### src/rtl/pulse_to_level_fsm.sv
// Stretches single-cycle strobes into HIGH_LEN-cycle levels separated by GAP_LEN low cycles.
// Strobes arriving during a level or gap are queued in a saturating counter and replayed.
module pulse_to_level_fsm #(
    parameter int unsigned HIGH_LEN = 4,
    parameter int unsigned GAP_LEN  = 2,
    parameter int unsigned MAX_PEND = 3
) (
    input  logic                              clk,
    input  logic                              rst,
    input  logic                              in,
    input  logic                              clr_ovf,
    output logic                              out,
    output logic                              busy,
    output logic [$clog2(MAX_PEND+1)-1:0]     pend_cnt,
    output logic                              ovf
);

    localparam int unsigned MAX_LEN = (HIGH_LEN > GAP_LEN) ? HIGH_LEN : GAP_LEN;
    localparam int unsigned CNT_W   = (MAX_LEN > 1) ? $clog2(MAX_LEN) : 1;
    localparam int unsigned PEND_W  = $clog2(MAX_PEND + 1);

    localparam logic [CNT_W-1:0]  HIGH_LOAD = CNT_W'(HIGH_LEN - 1);
    localparam logic [CNT_W-1:0]  GAP_LOAD  = CNT_W'(GAP_LEN - 1);
    localparam logic [PEND_W-1:0] PEND_MAX  = PEND_W'(MAX_PEND);

    typedef enum logic [1:0] {
        StIdle = 2'd0,
        StHigh = 2'd1,
        StGap  = 2'd2
    } state_t;

    state_t              r_state;
    logic [CNT_W-1:0]    r_cnt;
    logic [PEND_W-1:0]   r_pend;
    logic                r_ovf;
    logic                r_out;
    logic                r_busy;

    logic w_cnt_zero;
    logic w_pend_full;
    logic w_pend_nz;
    logic w_take;
    logic w_replay;

    assign w_cnt_zero  = (r_cnt == '0);
    assign w_pend_full = (r_pend == PEND_MAX);
    assign w_pend_nz   = (r_pend != '0);

    // A strobe is queued unless it is consumed directly at the end of an empty gap.
    assign w_take   = in && ((r_state == StHigh) || ((r_state == StGap) && !w_cnt_zero));
    assign w_replay = (r_state == StGap) && w_cnt_zero && w_pend_nz;

    always_ff @(posedge clk or posedge rst) begin
        if (rst) begin
            r_state <= StIdle;
            r_cnt   <= '0;
            r_pend  <= '0;
            r_ovf   <= 1'b0;
            r_out   <= 1'b0;
            r_busy  <= 1'b0;
        end else begin
            case (r_state)
                StIdle: begin
                    if (in) begin
                        r_state <= StHigh;
                        r_cnt   <= HIGH_LOAD;
                        r_out   <= 1'b1;
                        r_busy  <= 1'b1;
                    end
                end
                StHigh: begin
                    if (w_cnt_zero) begin
                        r_state <= StGap;
                        r_cnt   <= GAP_LOAD;
                        r_out   <= 1'b0;
                    end else begin
                        r_cnt <= r_cnt - 1'b1;
                    end
                end
                StGap: begin
                    if (!w_cnt_zero) begin
                        r_cnt <= r_cnt - 1'b1;
                    end else if (w_pend_nz || in) begin
                        r_state <= StHigh;
                        r_cnt   <= HIGH_LOAD;
                        r_out   <= 1'b1;
                    end else begin
                        r_state <= StIdle;
                        r_busy  <= 1'b0;
                    end
                end
                default: begin
                    r_state <= StIdle;
                    r_cnt   <= '0;
                    r_out   <= 1'b0;
                    r_busy  <= 1'b0;
                end
            endcase

            // Replay with a coincident strobe nets to zero change and never drops.
            if (w_replay && !in) begin
                r_pend <= r_pend - 1'b1;
            end else if (w_take && !w_pend_full) begin
                r_pend <= r_pend + 1'b1;
            end

            if (w_take && w_pend_full) begin
                r_ovf <= 1'b1;
            end else if (clr_ovf) begin
                r_ovf <= 1'b0;
            end
        end
    end

    assign out      = r_out;
    assign busy     = r_busy;
    assign pend_cnt = r_pend;
    assign ovf      = r_ovf;

endmodule
### config.mk
export PLATFORM = sky130hd
export DESIGN_NAME = pulse_to_level_fsm
export DESIGN_NICKNAME = d
export VERILOG_FILES = /design/src/rtl/pulse_to_level_fsm.sv
export SDC_FILE = /design/constraint.sdc
export NUM_CORES = 1
export LEC_CHECK = 0
export BUFFER_PORTS_ARGS = -buffer_cell sky130_fd_sc_hd__clkbuf_2
export CAP_MARGIN = 20
export CORE_AREA = 2 2 39 41
export DETAILED_ROUTE_END_ITERATION = 16
export DIE_AREA = 0 0 41 43
export PLACE_DENSITY = 0.68
export SKIP_CTS_REPAIR_TIMING = 1
export SYNTH_ARGS = -nofsm -noshare
export SYNTH_HDL_FRONTEND = slang
export SYNTH_SLANG_ARGS = --single-unit
### constraint.sdc
create_clock -name clk -period 2.1 [get_ports clk]
set_input_delay 0.42 -clock clk [delete_from_list [all_inputs] [get_ports clk]]
set_output_delay 0.42 -clock clk [all_outputs]
set_load 0.005 [all_outputs]
Word-level counts from Yosys, hierarchy flattened
Cells that the tools add are included.

storage, ports and cells
  output and inout port bits = 5
  bits of input ports = 4
  flip-flop bits (word level) = 9
  word-level logic and storage cells = 62

cells by class
  reductions and logical operators = 21
  add/sub/neg operators = 3
  muxes and demuxes = 22
  bitwise logic cells = 1
  eq/ne operators = 9

operators with widths
  kind                   count
  $mux W2                9
  $pmux W2 S3            2
  $mux W1                9
  $ne A2 B2 Y1 const B   4
  $reduce_and A4 Y1      2
  $logic_and A1 B1 Y1    7
  $pmux W1 S3            2
  $reduce_bool A2 Y1     3
  $eq A2 B2 Y1 const B   2
  $logic_not A2 Y1       2
  $sub A2 B1 Y2 const B  2
  $logic_not A1 Y1       3
  $ne A3 B2 Y1 const B   1
  $reduce_and A3 Y1      1
  $add A2 B1 Y2 const B  1
  $eq A2 B1 Y1 const B   1
  $logic_or A1 B1 Y1     2
  $ne A2 B1 Y1 const B   1
  $reduce_and A2 Y1      1
  $not A1 Y1             1

Depth between registers and ports, before layout
Gate-level depths: netlist of the first run.

  depth after elaboration = 8
  depth in mapped cells = 5
  gate-level depth less buffers = 5

Least setup slack after synthesis of the first run
OpenSTA, ideal clock, no wires.

  path type = register to register
  from = register r_cnt[0]
  to = register r_cnt[1]
  stages on the path, launching flop included = 6
  data required time = 1.975 ns
  arrival time = 1.640 ns
  setup time = 0.125 ns
  setup slack = 0.335 ns
  clock period less this slack = 1.765 ns
  path buffers = 0
  cells stage by stage = dfrtp_1 inv_1 ha_1 or3b_1 a211oi_2 mux2_2

on the way
  longest elaborated chain between the ends = 3
  elaborated cells on any way between the ends = 7
  those cells by class = add/sub (1); eq/ne (1); mux (3); reduce/logical (2)

ends and longest elaborated chain
  item                                               line        text
  start: declaration                                 33          logic [CNT_W-1:0] r_cnt;
  start signal: assignment                           77          r_cnt <= r_cnt - 1'b1;
  start signal: assignment                           82          r_cnt <= r_cnt - 1'b1;
  $sub A2 B1 Y2 or $logic_not A2 Y1 (tied branches)  77, 82, 45
  $mux W2, or another cell as far along              81          if (!w_cnt_zero) begin
  $pmux W2 S3 or $reduce_and A2 Y1 (tied branches)   --

Parallel ways exist; a longest one is shown, timed or not.
A chain may end at the register's enable or synchronous reset.

Worst setup path after layout of the first run
Ends and elaborated chain as after synthesis.

==> results of run 1 <==
## per-stage QoR
step                utilization, %  power, mW  setup slack (ns)  hold WS (ns)  area (sq um)
floorplan                        -      0.663             0.335         0.248           572
global placement              43.9      0.733             0.279         0.385           608
detailed placement            43.9      0.745             0.239         0.386           608
CTS                           45.8      0.879             0.232         0.107           634
global route                  45.8      0.945             0.119         0.131           634
finish                        45.8      0.873             0.230        0.0892           634
## per-layer routing
metal | track usage, % | vias to the layer above
met4 | 10.0 | 0
li1 | - | 218
met5 | 0 | -
met3 | 5.24 | 4
met1 | 19.1 | 189
met2 | 19.4 | 6
## logic make-up after synthesis
logic type	after synthesis	share of synthesized area [%]
flip-flops	9	39.4
AO/OA/AOI/OAI	17	21.2
buffers and inverters	12	10.1
AND/OR/NAND/NOR	13	17.3
adder cells (fa/ha/maj)	4	8.32
multiplexers	2	3.72
## flip-flops by register name (all words and copies together), names as in the netlist
name	cells
out	1
busy	1
r_cnt	2
pend_cnt	2
ovf	1
r_state	2
## synth_stat cells, drive strengths merged
| master | instances |
|---|---|
| a22o | 2 |
| a21o | 1 |
| a21oi | 4 |
| or3b | 1 |
| o32ai | 2 |
| nand4bb | 2 |
| nand2b | 1 |
| nor2b | 3 |
| and2 | 1 |
| mux2i | 1 |
| a211oi | 1 |
| clkbuf | 1 |
| dfrtp | 9 |
| inv | 9 |
| nor2 | 1 |
| o211ai | 2 |
| o2bb2ai | 1 |
| mux2 | 1 |
| nor3b | 1 |
| nand3b | 1 |
| maj3 | 1 |
| o22ai | 1 |
| o21ai | 3 |
| nor4b | 1 |
| and2b | 1 |
| ha | 3 |
| buf | 2 |
## path summary, 6_finish.rpt
| kind | from | cells after the start | end |
|---|---|---|---|
| min in group clk | clr_ovf | 2 | ovf |
| hold / removal | rst | 2 | r_cnt[0] |
| max in group asynchronous | rst | 2 | pend_cnt[0] |
| setup reg to reg | r_cnt[0] | 5 | r_cnt[1] |
| setup / recovery | r_cnt[0] | 5 | r_cnt[1] |
| hold reg to reg | out | 1 | out |
## power groups by stage
stage	clock [mW]	sequential (mW)	combinational, mW
after floorplan	0	0.317	0.346
after global placement	0	0.366	0.367
after detailed placement	0	0.371	0.374
after CTS	0.136	0.367	0.375
after global routing	0.147	0.383	0.415
final	0.136	0.368	0.369
## worst max-delay path: stages, from the launching register on
cell	delay, ns
dfrtp_1	0.39
inv_1	0.10
ha_1	0.22
or3b_1	0.37
a211oi_2	0.31
mux2_2	0.36
## cell type report
type / instances / area (sq um) / area share, %
inverter: 9 / 33.8 / 5.33
tap: 16 / 20.0 / 3.16
clock buffer: 4 / 26.3 / 4.14
multi-input combinational: 36 / 289 / 45.6
sequential: 9 / 225 / 35.5
timing repair buffer: 8 / 40.0 / 6.31
==> qor.csv, run 1 <==
metric;value;unit
outcome;finished clean;
slew_viol_final;0;
dr_wl_met2;462;um
clk_latency;0.26;ns
core;1380;sq um
core.rowCount;14;
antenna_cells;0;
min_path_type;input port to async pin;
grt_pass1_wl;1.66;mm
yosysSeqAreaShare;39.4;%
gr-total-overflow;0;
cp-end-kind;register;
critPathMaxFanout;5;
die_x;41;um
viasPerCell;5.09;
route.detailed.drc;0;
rrSetupSlack;0.23;ns
area_growth;10.9;%
initial_core_util;41.3;%
dieArea;1760;sq um
clk_pin_slew;0.06;ns
final_cell_mix;inv_1, dfrtp_1, clkbuf_2, a21oi_1;
synthesis.nets;64;
synth.avg_cell_area;10.0;sq um
synth_area_leaders;dfrtp_1, ha_1, inv_1;
clkSinkCount;9;
synthCells;57;
max_freq;0.535;GHz
leakagePower;0.292;nW
numPlacedInstances;78;
drtPass1Iterations;3;
dr.first_iter.drc_count;4;
wl_met3;43;um
p_switching;0.345;mW
cts_tree;done;
synth_top_cell_area_share;39.4;%
fin_skew;0.00253;ns
sw_frac_of_total;39.5;%
antenna_violating_nets_post_route;0;
die_h;43;um
dp_hpwl;751;um
grt_setup_unrepaired;no;
ctsHtreeMaxLevel;1;
routedWlPerCell;12.3;um
grt_antenna_before_repair;0;
p_clk_share;15.6;%
final-setup-viol-count;0;
power_density;1380;nW/um^2
grt_pass1_vias;397;
maxSlewHeadroom;72.3;%
wl;1.01;mm
num_io_pins;9;
nets;74;
grt_start_max_net_pins;15;
critPathRequiredTime;2.25;ns
synth_seq_cells;9;
fillers;140;
arrival;2.02;ns
port_buffers;8;
gr-usage-all-layers;14.6;%
drive_gt1_share;22.7;%
wl_met1;463;um
cp-start-kind;register;
synth.cell_area;572;sq um
timing.final.crit_period;1.87;ns
place.gp.congestion;0.699;
vias;417;
cts_buffer_depth;2;
top_layer;met4;
p_int;0.528;mW
setup_tns;0;ns
ir_drop;0.718;mV
hold_viol_final;0;
cts_buffers;3;
path_class;register to register;
finalCritPeriodShare;89.0;%
tightest_slew;0.416;ns
cts_root_buffer;clkbuf_4;
stdcell_count;82;
seqPwrFrac;42.1;%
synth.largest_area_cell;dfrtp_1;
synth_warnings;0;
combPwrFrac;42.3;%
max_cap_viol_count;0;
synth.distinct_cells;28;
(Power assumes the default switching activity.)
==> inputs of run 2 (changes only) <==
- PLACE_DENSITY: 0.68 -> 0.71
- clock period: 2.1 -> 1.6 ns (I/O delays scaled with it)
==> run 2 against run 1 <==
  * Global-route usage grew 1.8 points
  * Final cell count is 16% higher
  * Largest power group unchanged
  * The flow now finishes with violations (setup timing)
  * Sequential cell count is the same
  * Worst hold slack got worse by 0.087 ns
  * Final area rose by 20%
  * Core utilization up 9.0 points
==> qor.csv, run 2 (synthesis results as in run 1) <==
metric;value;unit
crit_slowest_cell;dfrtp_1;
gr-usage-all-layers;16.4;%
clk_pin_slew;0.07;ns
area_growth;32.6;%
power_density;1880;nW/um^2
core;1380;sq um
min_path_type;input port to async pin;
cts_buffers;3;
initial_core_util;41.3;%
die_x;41;um
maxSlewHeadroom;75.3;%
violations;setup timing;
timing.final.crit_period;1.70;ns
cp-end-kind;register;
wl_met3;28;um
layout_setup_ws;-0.0963;ns
dr_wl_met2;661;um
outcome;finished, violations left;
grt_antenna_before_repair;0;
drtPass1Iterations;4;
mostFrequentLayoutCell;buf_4;
critPathRequiredTime;1.74;ns
place_area;704;sq um
slew_viol_final;0;
cts_root_buffer;clkbuf_4;
finalCritPeriodShare;106;%
arrival;1.83;ns
path_cells;inv_2 > ha_4 > or3b_4 > a211oi_4 > mux2_4;
stdcell_area;758;sq um
stdcell_count;95;
routedWlPerCell;13.1;um
fin_skew;0.00725;ns
antenna_cells;0;
place.gp.congestion;0.768;
num_io_pins;9;
wl;1.25;mm
setup_tns;-0.165;ns
max_freq;0.590;GHz
core.rowCount;14;
leakagePower;0.360;nW
cts_tree;done;
hold_viol_final;0;
cts_buffer_depth;2;
dp_hpwl;932;um
antenna_violating_nets_post_route;0;
grt_pass1_wl;1.88;mm
port_buffers;8;
vias;483;
final-setup-viol-count;3;
grt_pass1_vias;424;
top_layer;met4;
dr.first_iter.drc_count;3;
tightest_slew;0.369;ns
dieArea;1760;sq um
die_h;43;um
wl_met1;541;um
ir_drop;0.792;mV
final_cell_mix;buf_4, dfrtp_1, clkbuf_2, inv_1, a21oi_1;
max_cap_viol_count;0;
nets;87;
cp-start-kind;register;
numPlacedInstances;90;
viasPerCell;5.08;
ctsHtreeMaxLevel;1;
route.detailed.drc;0;
critPathMaxFanout;2;
gr-total-overflow;0;
power;1.42;mW
grt_setup_unrepaired;yes;
critPathMaxStageDelay;0.39;ns
drive_gt1_share;40.5;%
clkSinkCount;9;
clk_latency;0.26;ns
dp_slack;-0.104;ns
path_class;register to register;
grt_start_max_net_pins;10;
==> run 2: worst paths after layout <==
check,from,end,slack (ns),cells past startpoint
setup / recovery,r_cnt[1],r_cnt[1],-0.1,5
hold / removal,rst,pend_cnt[1],0.002,2
setup reg to reg,r_cnt[1],r_cnt[1],-0.1,5
hold reg to reg,out,out,0.51,1
max in group asynchronous,rst,r_state[0],1.33,2
min in group clk,clr_ovf,ovf,0.26,2
==> run 2: where the power goes <==
group          internal, mW  total, mW  leakage [nW]  switching (mW)
sequential            0.330      0.442         0.104           0.112
clock                0.0959      0.175        0.0150          0.0788
combinational         0.458      0.808         0.240           0.350
total                 0.884       1.42         0.360           0.540
==> run 2: per-stage QoR <==
stage | hold WS (ns) | utilization, %
floorplan | 0.148 | -
global placement | 0.282 | 50.9
detailed placement | 0.286 | 50.9
CTS | 0.00870 | 52.8
global route | 0.0319 | 54.8
finish | 0.00226 | 54.8
==> run 2: worst max-delay path: cells and delay by family (launching register included) <==
| kind | cells | cell delay [ns] |
|---|---|---|
| muxes | 1 | 0.32 |
| DFF | 1 | 0.39 |
| AOI/OAI and AO/OA | 1 | 0.27 |
| adders and majority gates | 1 | 0.12 |
| and+or+nand+nor | 1 | 0.38 |
| buffers and inverters | 1 | 0.08 |
==> run 2: layout make-up <==
type                            count  area [sq um]
Tap cell                           16          20.0
Clock buffer                        4          26.3
Multi-Input combinational cell     36           315
Timing Repair Buffer               21           138
Sequential cell                     9           225
Inverter                            9          33.8
Fill cell                         127           626
==> run 2: layer usage <==
| layer | up-vias | global-route usage, % |
|---|---|---|
| met5 | - | 0 |
| met4 | 0 | 8.00 |
| met3 | 2 | 4.71 |
| met2 | 7 | 24.7 |
| met1 | 230 | 20.5 |
| li1 | 244 | - |
